## src/rtl/frame_extremum_tracker_pkg.sv

```systemverilog
// Shared definitions for the frame extremum tracker: comparator result codes,
// FSM state encodings and the sample type.
package frame_extremum_tracker_pkg;

    localparam int DATA_W = 4;

    typedef logic [DATA_W-1:0] sample_t;
    typedef logic [1:0]        cmp_code_t;

    // Codes understood by the downstream magnitude comparator stage.
    localparam cmp_code_t CMP_EQ  = 2'b00;
    localparam cmp_code_t CMP_AGT = 2'b01;
    localparam cmp_code_t CMP_BGT = 2'b10;

    localparam logic [1:0] S_IDLE = 2'd0;
    localparam logic [1:0] S_ACC  = 2'd1;
    localparam logic [1:0] S_HOLD = 2'd2;

    function automatic cmp_code_t cmp_encode(input sample_t a, input sample_t b);
        if (a > b)      return CMP_AGT;
        else if (b > a) return CMP_BGT;
        else            return CMP_EQ;
    endfunction

endpackage

```

## src/rtl/frame_extremum_tracker_if.sv

```systemverilog
// Sample-in and record-out handshakes of the frame extremum tracker.
// The slave modport is the tracker's view, the master modport the environment's.
interface frame_extremum_tracker_if #(
    parameter int IDX_W = 4,
    parameter int CNT_W = 4
);
    import frame_extremum_tracker_pkg::*;

    logic             in_valid;
    sample_t          in_data;
    logic             in_last;
    logic             in_ready;

    logic             out_valid;
    logic             out_ready;
    sample_t          out_max;
    sample_t          out_min;
    logic [IDX_W-1:0] out_max_idx;
    logic [CNT_W-1:0] out_rise_cnt;
    logic [IDX_W-1:0] out_len;
    logic             out_overflow;

    modport slave (
        input  in_valid, in_data, in_last, out_ready,
        output in_ready, out_valid, out_max, out_min, out_max_idx,
               out_rise_cnt, out_len, out_overflow
    );

    modport master (
        output in_valid, in_data, in_last, out_ready,
        input  in_ready, out_valid, out_max, out_min, out_max_idx,
               out_rise_cnt, out_len, out_overflow
    );

endinterface

```

## src/rtl/frame_extremum_tracker_mag_cmp4.sv

```systemverilog
// Combinational 4-bit unsigned magnitude comparator producing a shared result code.
module mag_cmp4
    import frame_extremum_tracker_pkg::*;
(
    input  sample_t   a,
    input  sample_t   b,
    output cmp_code_t code
);

    always_comb begin
        code = cmp_encode(a, b);
    end

endmodule

```

## src/rtl/frame_extremum_tracker.sv

```systemverilog
// Streams a frame of 4-bit samples, tracks max/min/argmax/rise count and
// presents one registered result record per frame.
module frame_extremum_tracker
    import frame_extremum_tracker_pkg::*;
#(
    parameter int MAX_LEN = 15,
    parameter int IDX_W   = 4,
    parameter int CNT_W   = 4
) (
    input  logic                     clk,
    input  logic                     reset,
    frame_extremum_tracker_if.slave  bus
);

    localparam logic [IDX_W-1:0] MAX_LEN_C = IDX_W'(MAX_LEN);

    logic [1:0]       state_q, state_d;
    sample_t          max_q, max_d;
    sample_t          min_q, min_d;
    sample_t          prev_q, prev_d;
    logic [IDX_W-1:0] idx_q, idx_d;
    logic [IDX_W-1:0] len_q, len_d;
    logic [CNT_W-1:0] rise_q, rise_d;

    logic             ovld_q, ovld_d;
    sample_t          omax_q, omax_d;
    sample_t          omin_q, omin_d;
    logic [IDX_W-1:0] oidx_q, oidx_d;
    logic [CNT_W-1:0] orise_q, orise_d;
    logic [IDX_W-1:0] olen_q, olen_d;
    logic             oovf_q, oovf_d;

    cmp_code_t        cmp_max, cmp_min, cmp_prev;
    logic             xfer;

    function automatic logic [CNT_W-1:0] sat_inc(input logic [CNT_W-1:0] v);
        return (&v) ? v : v + 1'b1;
    endfunction

    mag_cmp4 u_cmp_max  (.a(bus.in_data), .b(max_q),  .code(cmp_max));
    mag_cmp4 u_cmp_min  (.a(bus.in_data), .b(min_q),  .code(cmp_min));
    mag_cmp4 u_cmp_prev (.a(bus.in_data), .b(prev_q), .code(cmp_prev));

    // in_ready depends on the state register alone, never on out_ready.
    assign bus.in_ready = (state_q != S_HOLD);
    assign xfer         = bus.in_valid && (state_q != S_HOLD);

    always_comb begin
        state_d = state_q;
        max_d   = max_q;
        min_d   = min_q;
        prev_d  = prev_q;
        idx_d   = idx_q;
        len_d   = len_q;
        rise_d  = rise_q;
        ovld_d  = ovld_q;
        omax_d  = omax_q;
        omin_d  = omin_q;
        oidx_d  = oidx_q;
        orise_d = orise_q;
        olen_d  = olen_q;
        oovf_d  = oovf_q;

        case (state_q)
            S_IDLE: begin
                if (xfer) begin
                    max_d   = bus.in_data;
                    min_d   = bus.in_data;
                    prev_d  = bus.in_data;
                    idx_d   = '0;
                    rise_d  = '0;
                    len_d   = IDX_W'(1);
                    state_d = S_ACC;
                end
            end
            S_ACC: begin
                if (xfer) begin
                    // Equal samples leave max alone so the earliest max index survives.
                    if (cmp_max == CMP_AGT) begin
                        max_d = bus.in_data;
                        idx_d = len_q;
                    end
                    if (cmp_min == CMP_BGT) begin
                        min_d = bus.in_data;
                    end
                    if (cmp_prev == CMP_AGT) begin
                        rise_d = sat_inc(rise_q);
                    end
                    prev_d = bus.in_data;
                    len_d  = len_q + 1'b1;
                end
            end
            S_HOLD: begin
                if (bus.out_ready) begin
                    ovld_d  = 1'b0;
                    state_d = S_IDLE;
                end
            end
            default: begin
                state_d = S_IDLE;
            end
        endcase

        if (xfer && (bus.in_last || len_d == MAX_LEN_C)) begin
            state_d = S_HOLD;
            ovld_d  = 1'b1;
            omax_d  = max_d;
            omin_d  = min_d;
            oidx_d  = idx_d;
            orise_d = rise_d;
            olen_d  = len_d;
            oovf_d  = !bus.in_last;
        end
    end

    always_ff @(posedge clk) begin
        if (reset) begin
            state_q <= S_IDLE;
            max_q   <= '0;
            min_q   <= '0;
            prev_q  <= '0;
            idx_q   <= '0;
            len_q   <= '0;
            rise_q  <= '0;
            ovld_q  <= 1'b0;
            omax_q  <= '0;
            omin_q  <= '0;
            oidx_q  <= '0;
            orise_q <= '0;
            olen_q  <= '0;
            oovf_q  <= 1'b0;
        end else begin
            state_q <= state_d;
            max_q   <= max_d;
            min_q   <= min_d;
            prev_q  <= prev_d;
            idx_q   <= idx_d;
            len_q   <= len_d;
            rise_q  <= rise_d;
            ovld_q  <= ovld_d;
            omax_q  <= omax_d;
            omin_q  <= omin_d;
            oidx_q  <= oidx_d;
            orise_q <= orise_d;
            olen_q  <= olen_d;
            oovf_q  <= oovf_d;
        end
    end

    assign bus.out_valid    = ovld_q;
    assign bus.out_max      = omax_q;
    assign bus.out_min      = omin_q;
    assign bus.out_max_idx  = oidx_q;
    assign bus.out_rise_cnt = orise_q;
    assign bus.out_len      = olen_q;
    assign bus.out_overflow = oovf_q;

endmodule

```

## src/flat_wrapper.sv

```systemverilog
// flat-port wrapper written by rule: the top's interface ports become plain ports
module frame_extremum_tracker_flat import frame_extremum_tracker_pkg::*;
#(
    parameter int MAX_LEN = 15,
    parameter int IDX_W   = 4,
    parameter int CNT_W   = 4
)
  (clk, reset, bus_in_valid, bus_in_data, bus_in_last, bus_out_ready, bus_in_ready, bus_out_valid, bus_out_max, bus_out_min, bus_out_max_idx, bus_out_rise_cnt, bus_out_len, bus_out_overflow);
  frame_extremum_tracker_if #(.IDX_W(IDX_W), .CNT_W(CNT_W)) bus_i ();
  input  logic clk;
  input  logic reset;
  input wire logic [$bits(bus_i.in_valid)-1:0] bus_in_valid;
  input wire logic [$bits(bus_i.in_data)-1:0] bus_in_data;
  input wire logic [$bits(bus_i.in_last)-1:0] bus_in_last;
  input wire logic [$bits(bus_i.out_ready)-1:0] bus_out_ready;
  output wire logic [$bits(bus_i.in_ready)-1:0] bus_in_ready;
  output wire logic [$bits(bus_i.out_valid)-1:0] bus_out_valid;
  output wire logic [$bits(bus_i.out_max)-1:0] bus_out_max;
  output wire logic [$bits(bus_i.out_min)-1:0] bus_out_min;
  output wire logic [$bits(bus_i.out_max_idx)-1:0] bus_out_max_idx;
  output wire logic [$bits(bus_i.out_rise_cnt)-1:0] bus_out_rise_cnt;
  output wire logic [$bits(bus_i.out_len)-1:0] bus_out_len;
  output wire logic [$bits(bus_i.out_overflow)-1:0] bus_out_overflow;
  assign bus_i.in_valid = bus_in_valid;
  assign bus_i.in_data = bus_in_data;
  assign bus_i.in_last = bus_in_last;
  assign bus_i.out_ready = bus_out_ready;
  assign bus_in_ready = bus_i.in_ready;
  assign bus_out_valid = bus_i.out_valid;
  assign bus_out_max = bus_i.out_max;
  assign bus_out_min = bus_i.out_min;
  assign bus_out_max_idx = bus_i.out_max_idx;
  assign bus_out_rise_cnt = bus_i.out_rise_cnt;
  assign bus_out_len = bus_i.out_len;
  assign bus_out_overflow = bus_i.out_overflow;
  frame_extremum_tracker #(.MAX_LEN(MAX_LEN), .IDX_W(IDX_W), .CNT_W(CNT_W)) u_core (.clk(clk), .reset(reset), .bus(bus_i));
endmodule
```

## config.mk

```make
export PLATFORM = sky130hd
export DESIGN_NAME = frame_extremum_tracker_flat
export DESIGN_NICKNAME = d
export VERILOG_FILES = /design/src/rtl/frame_extremum_tracker_pkg.sv /design/src/rtl/frame_extremum_tracker_if.sv /design/src/rtl/frame_extremum_tracker_mag_cmp4.sv /design/src/rtl/frame_extremum_tracker.sv /design/src/flat_wrapper.sv
export SDC_FILE = /design/constraint.sdc
export NUM_CORES = 1
export LEC_CHECK = 0
export BUFFER_PORTS_ARGS = -buffer_cell sky130_fd_sc_hd__buf_2
export CAP_MARGIN = 20
export CORE_MARGIN = 2
export CORE_UTILIZATION = 45
export DETAILED_ROUTE_END_ITERATION = 8
export PLACE_DENSITY = 0.72
export SLEW_MARGIN = 15
export SYNTH_ARGS = -nofsm -noshare
export SYNTH_HDL_FRONTEND = slang
export SYNTH_HIERARCHICAL = 1
export SYNTH_SLANG_ARGS = --single-unit
```

## constraint.sdc

```tcl
create_clock -name clk -period 3 [get_ports clk]
set_clock_uncertainty 0.05 [all_clocks]
set_input_delay 0 -clock clk [delete_from_list [all_inputs] [get_ports clk]]
set_output_delay 0 -clock clk [all_outputs]
set_load 0.01 [all_outputs]
```

==> flow_summary.toml, run 1 <==
[timing]
hold_slack_ns = 0.0926
relSlewSlack = 0.503
post-route-period-util = 0.875
rsz0062_at_grt = "no"
tns_ns = 0
fmax_mhz = 381
period_minus_slack_ns = 2.62
finalSetupViolations = 0
tightest_slew_ns = 0.743
drv_slew = 0
final-hold-violation-count = 0

[route]
num_vias = 1856
routedWlPerCell_um = 13.1
drtIter0Drc = 83
firstDrtPassIters = 4
via_per_inst = 5.18
drt-total-wl_um = 4680
ant_nets = 0
drc_errors = 0

[synth]
yosysWarningCount = 6
postSynthCellCount = 254
synth.area.top_cells = "dfxtp_1 (41%), ha_1 (7.9%), mux2i_1 (4.2%)"
syn_area_um2 = 2360
synthArstFlopShare = 0
yosysTopAreaCell = "dfxtp_1"
syn_avg_cell_area_um2 = 9.31
synth-main-ff-cell = "dfxtp_1"
synth_edf_count = 0
ys_seq_area_frac = 0.407
ys_seq_elements = 48
ys_types = 44
synth_nets = 278
synth_top_area_share = 0.407

[clocking]
postCtsHoldBufs = 5
postCtsSetupBuffers = 0
cts.sinks = 48
cts_max_level = 2
cts_tree = "built"
clk_pin_slew_ns = 0.09
numCtsBuffers = 5
root_buffer = "clkbuf_8"
cts_resized = 0
clk_latency_ns = 0.30
cts_max_path_buffers = 2

[layout]
final_cells = 358
final_common_cell = "dfxtp_1"
drive_gt1_frac = 0.201
syn_to_final_growth_pct = 14.2
n_fill_cell = 495
num_antenna_cells = 0
final_net_count = 312
final_cell_mix = "dfxtp_1 (48), buf_2 (31), nand2_1 (25), nor2_1 (22), a21oi_1 (18)"

[global_route]
grt_max_degree = 33
track_usage = 0.169
grt_overflow = 0
grt_pass1_wl_um = 8050
grt_pass1_vias = 1709
antenna_found_initial = 0

[die]
start_util = 0.466
dieArea_um2 = 5850
fp.dieW_um = 76.5
rows = 26
pin_count = 32
chipHeight_um = 76.5
core_area_um2 = 5070

[power]
power-per-cell-area_nw_per_um2 = 488
ir_worst_vdd_v = 0.000292
p_leak_nw = 1.28
finalPower_mw = 1.32

[min_path]
hp-class = "in2reg"

[placed_design]
dp_hpwl_um = 3390
gp_congestion = 0.846
numPortBuffers = 31
place_inst = 346

[setup_path]
crit_path_start_kind = "flop"
critPathRequiredTime_ns = 3.20
cp_data_arrival_time_ns = 2.82
crit_type = "reg2reg"
cp_max_fo = 14
cp-end-kind = "flop"

[job]
cap_violations = 0

[status]
status = "finished, final reports clean"
## power by group
group,switching (mW),internal (mW)
registers,0.0235,0.671
clock network,0.211,0.184
logic,0.122,0.107
## per-layer routing
metal / GRT usage / share of wire / vias to the layer above / routed length, um
met1: 0.227 / 0.49 / 865 / 2300
li1: - / - / 951 / -
met3: 0.0391 / 0.040 / 5 / 186
met2: 0.266 / 0.46 / 35 / 2140
met5: 0 / 0 / - / 0
met4: 0.0618 / 0.012 / 0 / 55
## state kept, by name, indices dropped and copies added, names as in the netlist
| signal | count |
|---|---|
| u_core/max_q | 4 |
| u_core/min_q | 4 |
| u_core/idx_q | 4 |
| u_core/bus.out_max | 4 |
| u_core/len_q | 4 |
| u_core/prev_q | 4 |
| u_core/bus.out_overflow | 1 |
| u_core/bus.out_len | 4 |
| u_core/rise_q | 4 |
| u_core/bus.out_rise_cnt | 4 |
| u_core/state_q | 2 |
| u_core/bus.out_min | 4 |
| u_core/bus.out_valid | 1 |
| u_core/bus.out_max_idx | 4 |
## kinds of logic (layout without fill, tap and decap cells)
| family | count (synthesis) | in the layout | synth area share |
|---|---|---|---|
| adders and majority gates | 15 | 15 | 0.0794 |
| muxes | 17 | 17 | 0.0757 |
| AOI/OAI and AO/OA | 56 | 56 | 0.177 |
| xor gates and xnor gates | 1 | 1 | 0.00371 |
| DFF | 48 | 48 | 0.407 |
| and+or+nand+nor | 91 | 91 | 0.207 |
| buffers and inverters | 26 | 60 | 0.0503 |
## synth_stat cells, types with 2 or more instances
library cell  count
a21oi_1          18
a22oi_1           4
a2bb2oi_1         3
a31oi_1           2
and2_1            5
and3_1            3
buf_2             2
clkbuf_1          7
dfxtp_1          48
ha_1             15
inv_1            15
mux2_2            6
mux2i_1          10
nand2_1          25
nand2b_1          6
nand3_1           4
nand3b_1          2
nand4_1           2
nor2_1           22
nor2b_1          11
nor2b_4           3
o21a_1            2
o21ai_0           3
o21bai_1          3
o221a_2           4
o22a_1           11
## cell type report
class | count | area (um^2) | area share
Clock inverter | 1 | 8.76 | 0.00324
Timing Repair Buffer | 38 | 220 | 0.0816
Sequential cell | 48 | 961 | 0.356
Clock buffer | 6 | 82.6 | 0.0306
Tap cell | 70 | 87.6 | 0.0324
Inverter | 15 | 56.3 | 0.0209
Multi-Input combinational cell | 180 | 1280 | 0.475
## metrics by stage
step	utilization	area [um^2]	setup slack, ns
after floorplan	-	2360	0.566
after global placement	0.504	2560	0.455
after detailed placement	0.504	2560	0.366
after CTS	0.532	2700	0.339
after global routing	0.532	2700	0.128
final	0.532	2700	0.376
## worst paths after layout
check / startpoint / endpoint / slack [ns] / cells after the start
max: u_core/state_q[1] / u_core/bus.out_rise_cnt[0] / 0.38 / 8
min: bus_in_last / u_core/bus.out_len[2] / 0.09 / 3
max reg2reg: u_core/state_q[1] / u_core/bus.out_rise_cnt[0] / 0.38 / 8
min reg2reg: u_core/prev_q[0] / u_core/prev_q[0] / 0.41 / 2
## worst max-delay path, cell delays in order (launching register included)
cell	delay, ns
dfxtp_1	0.57
nand2b_1	0.22
nand2_1	0.12
ha_1	0.23
and3b_1	0.18
a31oi_1	0.24
a2111oi_4	0.10
nor2_1	0.62
o22a_1	0.25
No activity file was read; power rests on OpenSTA's default activity.
==> run 2: changes to the inputs <==
==> constraint.sdc (replaced) <==
create_clock -name clk -period 3 [get_ports clk]
set_clock_uncertainty 0.05 [all_clocks]
set_input_delay 0.3 -clock clk [delete_from_list [all_inputs] [get_ports clk]]
set_output_delay 0.3 -clock clk [all_outputs]
set_load 0.01 [all_outputs]
==> run 2 against run 1 <==
Against the previous run: cell area shrank 1.1%; count of clock-buffer cells in the layout did not move; critical path type unchanged; utilization fell by 0.59 points; sequential power hardly changed; sequential cell count unchanged; via count increased by 0.75%; cell count shrank 0.56%; critical endpoint is now u_core/bus.out_rise_cnt[2]; combinational power hardly changed; clock power rose by 4%.
==> flow_summary.toml, run 2 (same netlist as run 1, synthesis figures left out) <==
[layout]
n_fill_cell = 489
stdcell_area_um2 = 2670
num_antenna_cells = 0
final_cell_mix = "dfxtp_1 (48), buf_2 (31), nand2_1 (25), nor2_1 (22), a21oi_1 (18)"
final_cells = 356
final_net_count = 309
drive_gt1_frac = 0.213
syn_to_final_growth_pct = 13.0
postLayoutCoreUtil = 0.526
final_common_cell = "dfxtp_1"

[route]
num_vias = 1870
routedWlPerCell_um = 13.5
firstDrtPassIters = 4
drtIter0Drc = 68
drc_errors = 0
via_per_inst = 5.25
ant_nets = 0
drt-total-wl_um = 4810

[die]
fp.dieW_um = 76.5
dieArea_um2 = 5850
rows = 26
start_util = 0.466
chipHeight_um = 76.5
pin_count = 32
core_area_um2 = 5070

[placed_design]
gp_congestion = 0.856
dp_hpwl_um = 3500
place_inst = 348
numPortBuffers = 31
place_area_um2 = 2570

[setup_path]
critPathRequiredTime_ns = 3.19
max_stage_delay_ns = 0.65
crit_path_start_kind = "flop"
crit_type = "reg2reg"
path_cells = "nand2b_1 -> nand2_1 -> ha_1 -> and3b_1 -> a31oi_1 -> a2111oi_4 -> nor2_1 -> o22a_1"
cp_data_arrival_time_ns = 2.89
cp_max_fo = 11
cpMaxStageDelayCell = "nor2_1"
cp-end-kind = "flop"

[timing]
finalSetupViolations = 0
final-hold-violation-count = 0
rsz0062_at_grt = "no"
tns_ns = 0
fmax_mhz = 372
relSlewSlack = 0.468
tightest_slew_ns = 0.795
post-route-period-util = 0.897
period_minus_slack_ns = 2.69
drv_slew = 0

[global_route]
grt_pass1_vias = 1773
antenna_found_initial = 0
grt_pass1_wl_um = 8360
grt_max_degree = 32
grt_overflow = 0
track_usage = 0.176

[clocking]
clk_latency_ns = 0.30
numCtsBuffers = 5
postCtsHoldBufs = 0
cts_max_level = 2
clk_pin_slew_ns = 0.09
cts_max_path_buffers = 2
postCtsSetupBuffers = 0
root_buffer = "clkbuf_8"
cts_resized = 0
cts.sinks = 48
cts_tree = "built"

[min_path]
hp-class = "in2reg"

[power]
power-per-cell-area_nw_per_um2 = 499
finalPower_mw = 1.33
ir_worst_vdd_v = 0.000313
p_leak_nw = 1.28

[job]
cap_violations = 0

[status]
status = "finished, final reports clean"
run 2: path summary, 6_finish.rpt:
kind	startpoint	endpoint	slack (ns)	depth (start not counted)
max	u_core/state_q[0]	u_core/bus.out_rise_cnt[2]	0.31	8
min	bus_in_data[3]	u_core/prev_q[3]	0.25	3
max reg2reg	u_core/state_q[0]	u_core/bus.out_rise_cnt[2]	0.31	8
min reg2reg	u_core/prev_q[0]	u_core/prev_q[0]	0.41	2
run 2: area by class of cell:
type	count	area (um^2)	share of cell area
clock buffer	6	82.6	0.0309
inverter	15	56.3	0.0211
clock inverter	2	13.8	0.00515
tap	70	87.6	0.0328
timing repair buffer	35	185	0.0694
multi-input combinational	180	1280	0.481
sequential	48	961	0.360
run 2: critical path, delay by kind of cell, from the launching register on:
family          cells  cell delay (ns)
simple gates        4             1.22
compound gates      3             0.59
flops               1             0.49
fa+ha+maj           1             0.29
run 2: layer usage:
| metal | GRT usage | up-vias | share of wire |
|---|---|---|---|
| li1 | - | 950 | - |
| met1 | 0.227 | 873 | 0.48 |
| met2 | 0.289 | 45 | 0.46 |
| met3 | 0.0438 | 2 | 0.054 |
| met4 | 0.0545 | 0 | 0.0046 |
| met5 | 0 | - | 0 |
run 2: power breakdown:
part,internal (mW),leakage [nW],switching (mW)
clock network,0.189,0.0516,0.220
logic,0.105,0.831,0.124
registers,0.671,0.392,0.0235
total,0.965,1.28,0.367
run 2: through the flow:
step,setup slack (ns),hold WS [ns]
floorplan,0.566,0.386
global placement,0.429,0.394
detailed placement,0.331,0.398
CTS,0.282,0.250
global route,0.0516,0.256
finish,0.309,0.254
